### src/rtl/iter_controller.sv
// ---------------------------------------------------------------------------
// iter_controller
//
// Sequences a datapath through a programmable number of iterations N.
// The host holds start high to arm the controller. Dropping start launches
// the run with the value of n sampled on that cycle. The run can be stalled
// with pause and cancelled with abort. A run with N = 0 goes straight to DONE.
//
// Ports
//   clk     in   rising-edge clock
//   rst     in   synchronous, active-high reset
//   start   in   level: high arms, a falling level while armed launches
//   n       in   iteration count, sampled every cycle in IDLE/ARMED
//   pause   in   stalls the run (no strobes, no count advance)
//   abort   in   cancels the operation, returns to IDLE
//   ready   out  controller idle/armed, host may set up operands
//   done    out  run complete, held until next start or abort
//   c_en    out  datapath counter enable
//   reg_en  out  datapath register load enable
//   reset   out  datapath clear
//   count   out  iterations completed in the current run
//
// Handshake: the host talks to the controller with levels, not pulses.
// ready=1 means a new operation may be armed. done=1 stays high until the
// host raises start again (re-arm) or asserts abort. The datapath strobes
// c_en/reg_en are valid for exactly the cycles in which they are high.
// ---------------------------------------------------------------------------
module iter_controller #(
  parameter int ITER_W = 4
) (
  input  logic              clk,
  input  logic              rst,
  input  logic              start,
  input  logic [ITER_W-1:0] n,
  input  logic              pause,
  input  logic              abort,
  output logic              ready,
  output logic              done,
  output logic              c_en,
  output logic              reg_en,
  output logic              reset,
  output logic [ITER_W-1:0] count
);

  localparam logic [ITER_W-1:0] ONE = ITER_W'(1);

  typedef enum logic [1:0] {
    IDLE  = 2'd0,
    ARMED = 2'd1,
    RUN   = 2'd2,
    DONE  = 2'd3
  } state_t;

  // state_q is the observable FSM state for assertions and debug probes.
  state_t            state_q;
  state_t            state_d;
  logic [ITER_W-1:0] n_lat;
  logic [ITER_W-1:0] count_d;
  logic              last_iter;

  // The run exits on the increment that brings count to n_lat, so count can
  // never pass n_lat and never wraps, even for n_lat = 2^ITER_W-1.
  assign last_iter = (count == (n_lat - ONE));

  // Next-state and count update.
  always_comb begin
    state_d = state_q;
    count_d = count;
    case (state_q)
      IDLE: begin
        if (start) state_d = ARMED;
      end
      ARMED: begin
        if (!start) begin
          count_d = '0;
          // Decide on the live n, which is the same value n_lat captures
          // on this edge.
          state_d = (n != '0) ? RUN : DONE;
        end
      end
      RUN: begin
        if (!pause) begin
          count_d = count + ONE;
          if (last_iter) state_d = DONE;
        end
      end
      DONE: begin
        if (start) state_d = ARMED;
      end
      default: begin
        state_d = IDLE;
      end
    endcase
    // abort overrides every transition. Only rst ranks higher.
    if (abort) begin
      state_d = IDLE;
      count_d = '0;
    end
  end

  // Moore outputs. pause is the only input that reaches an output
  // combinationally: it gates the strobes during RUN.
  always_comb begin
    ready  = 1'b0;
    done   = 1'b0;
    c_en   = 1'b0;
    reg_en = 1'b0;
    reset  = 1'b0;
    case (state_q)
      IDLE, ARMED: begin
        ready = 1'b1;
        reset = 1'b1;
      end
      RUN: begin
        c_en   = !pause;
        reg_en = !pause;
      end
      DONE: begin
        done = 1'b1;
      end
      default: begin
        ready = 1'b0;
      end
    endcase
  end

  always_ff @(posedge clk) begin
    if (rst) begin
      state_q <= IDLE;
      count   <= '0;
      n_lat   <= '0;
    end else begin
      state_q <= state_d;
      count   <= count_d;
      // n tracks the port while the host is setting up. It is frozen once
      // the run is launched, so changes on n during RUN have no effect.
      if (state_q == IDLE || state_q == ARMED) n_lat <= n;
    end
  end

endmodule

### config.mk
export PLATFORM = sky130hd
export DESIGN_NAME = iter_controller
export DESIGN_NICKNAME = d
export VERILOG_FILES = /design/src/rtl/iter_controller.sv
export SDC_FILE = /design/constraint.sdc
export NUM_CORES = 1
export LEC_CHECK = 0
export ABC_CLOCK_PERIOD_IN_PS = 1750
export CAP_MARGIN = 0
export CORE_MARGIN = 4
export CORE_UTILIZATION = 46
export DETAILED_ROUTE_END_ITERATION = 10
export PLACE_DENSITY_LB_ADDON = 0.08
export SLEW_MARGIN = 20
export SYNTH_ARGS = -nofsm -noshare
export SYNTH_HDL_FRONTEND = slang
export SYNTH_SLANG_ARGS = --single-unit
### constraint.sdc
create_clock -name clk -period 1.75 [get_ports clk]
set_input_delay 0.2625 -clock clk [delete_from_list [all_inputs] [get_ports clk]]
set_output_delay 0.2625 -clock clk [all_outputs]
set_load 0.005 [all_outputs]
==> impl_metrics.csv <==
group,metric,value,unit
synth,seq_area_frac_synth,0.2968,
cts,cts_buffer_depth,2,
cells_and_area,drive_above_1_share,0.2037,
floorplanning,initial_utilization,0.5056,
worst_setup_path,crit_end,"state_q[0]$_SDFFE_PP0P_",
sta,period_share,0.9236,
sta,fmax,618.7,MHz
cts,cts.sinks,10,
synth,synth_area,674.4,um2
synth,synthCells,84,
hold_path,hold_class,"reg2reg",
run_status,status,"completed",
floorplanning,die_h,46.29,um
routing,antenna_left,0,
power_and_ir_drop,peakVddDrop,0.3707,mV
floorplanning,die_w,46.29,um
cts,numCtsBuffers,3,
worst_setup_path,cp.buffers_inverters,1,
sta,setup_violations,0,
synth,ys_seq_elements,10,
routing,remaining_drc_errors,0,
synth,ys_types,26,
run,maxCapViolCount,0,
synth,synth_commonest_cells,"13 x nand2_1, 10 x dfxtp_1, 8 x a21oi_1, 7 x ha_1, 7 x inv_1",
worst_setup_path,crit_type,"reg2reg",
worst_setup_path,required,1940,ps
synth,ys.flop_type,"dfxtp_1",
power_and_ir_drop,power.leakage,0.3691,nW
grt,grt_pass1_wl,2525,um
worst_setup_path,cp-start-kind,"register",
synth,yosysWarnings,0,
synth,async_flop_share,0,
synth,yosysTopAreaCell,"dfxtp_1",
cts,cts_hold_repair.buffers,0,
worst_setup_path,cp_top_family,"flip-flops",
worst_setup_path,worstSetupEndpointType,"register",
placed_design,gp_congestion,0.7540,
synth,syn_nets,100,
cells_and_area,utilization,0.6951,
synth,synth.area.top_cells,"dfxtp_1 30%, ha_1 13%, nand2_1 7.2%",
routing,vias_per_cell,5.146,
grt,antenna_found_initial,0,
placed_design,pre_cts_slack,37.69,ps
worst_setup_path,crit_start,"n_lat[0]$_SDFFE_PP0P_",
cts,htreeDepth,1,
worst_setup_path,reg2reg_to,"state_q[0]$_SDFFE_PP0P_",
cts,tritoncts,"yes",
worst_setup_path,cpMaxStageDelayCell,"dfxtp_4",
synth,synth_area_per_cell,8.029,um2
worst_setup_path,r2r_slack,130,ps
grt,grt_pass1_vias,625,
cts,cts_root_buffer,"clkbuf_4",
floorplanning,fp.dieArea,2143,um2
sta,maxSlewHeadroom,0.7658,
cells_and_area,nNetsFinal,126,
sta,maxSlewViolCount,0,
worst_setup_path,crit_chain,"inv_1 > ha_1 > xnor2_1 > nor3_2 > o211ai_2 > a21oi_2 > mux2i_1",
sta,tightest_slew,347.7,ps
routing,routed_wirelength,1556,um
synth,yosysMostFrequentCell,"nand2_1",
worst_setup_path,worst_r2r_path_depth,7,
grt,grtUsageTotal,0.1690,
sta,setup_tns,0,ps
floorplanning,io_pins,18,
routing,wire_per_inst,12.65,um
sta,rsz0062_at_grt,"false",
grt,grt_start_max_net_pins,8,
hold_path,holdPathStages,2,
placed_design,numPortBuffers,17,
cts,path_clk_slew,70,ps
routing,drt_iter0_markers,11,
synth,synth_top_area_frac,0.2968,
worst_setup_path,cp.arrival,1800,ps
hold_path,hold_start,"n_lat[1]$_SDFFE_PP0P_",
worst_setup_path,path_max_fanout,4,
worst_setup_path,cp.depth,7,
placed_design,hpwlAfterDp,1239,um
cells_and_area,area_delta_synth_final,37.48,%
sta,period_minus_slack,1616,ps
routing,via_count,633,
worst_setup_path,cp_slowest_stage_delay,360,ps
cts,clock_latency,260,ps
grt,grt-ovfl-total,0,
floorplanning,coreArea,1334,um2
power_and_ir_drop,p_per_area,605.8,nW/um2
routing,dr.pass1.iters,4,
worst_setup_path,timing.rr.start,"n_lat[0]$_SDFFE_PP0P_",
synth,synth_edf_count,0,
sta,finClkSkew,2.646,ps
sta,fin_ws,133.8,ps
floorplanning,core.rowCount,13,
sta,hold_viol_final,0,
cells_and_area,diodes,0,
layout make-up:
type / count / area [um2]
tap: 15 / 18.77
sequential: 10 / 209.0
clock buffer: 3 / 22.52
multi-input combinational: 64 / 432.9
fill: 125 / 406.6
timing repair buffer: 24 / 217.7
inverter: 7 / 26.28
flip-flops by register name (all words and copies together), names as in the netlist:
signal and cells:
n_lat 4, state_q 2, count 4
tightest hold or removal path: stages (launching register included):
cell and delay (ps):
dfxtp_1 330, nand2_1 60, a21oi_1 50
per-layer routing:
metal,wire length [um],track usage
met1,666,0.1841
met2,816,0.2885
met3,39,0.03906
met4,34,0.1080
met5,0,0
cells in the final DEF, fill, tap and decap left out, drive strengths merged, types with 5 or more instances in the layout:
cell type and instances:
a21oi 9, inv 7, clkdlybuf4s50 13, nand2 13, nor2 6, xnor2 5, buf 7, dfxtp 10
ha 7
worst min-delay path by stage:
stage	end	slack (ps)
5_1_grt	n_lat[1]$_SDFFE_PP0P_	500
6_report	n_lat[1]$_SDFFE_PP0P_	480
3_3_place_gp	n_lat[3]$_SDFFE_PP0P_	460
4_1_cts	n_lat[1]$_SDFFE_PP0P_	480
3_5_place_dp	n_lat[1]$_SDFFE_PP0P_	470
2_1_floorplan	n_lat[0]$_SDFFE_PP0P_	330
report_power, final:
group	internal, mW	switching (mW)	total, mW
Clock	0.0793	0.0780	0.157
Combinational	0.0782	0.0755	0.154
Sequential	0.239	0.0119	0.251
what timing repair did:
action | in CTS | in global routing
resized for setup | 10 | 2
buffers inserted | 1 | 0
cloned | 0 | 0
endpoints found under the setup margin | 4 | 2
cell families after synthesis:
| logic type | after synthesis | synth area share |
|---|---|---|
| buffers and inverters | 10 | 0.06864 |
| and+or+nand+nor | 28 | 0.1855 |
| AOI/OAI and AO/OA | 21 | 0.2134 |
| DFF | 10 | 0.2968 |
| muxes | 1 | 0.01484 |
| xor gates and xnor gates | 7 | 0.09091 |
| adders and majority gates | 7 | 0.1299 |
metrics by stage:
step           hold WS, ps  power [mW]  cells  area [um2]
2_1_floorplan        331.6      0.3417     84       674.4
3_3_place_gp         461.3      0.4055    119       888.4
3_5_place_dp         468.2      0.4089    119       888.4
4_1_cts              477.6      0.5668    123       923.4
5_1_grt              502.3      0.5994    123       927.1
6_report             476.3      0.5616    123       927.1
(Power assumes the default switching activity.)
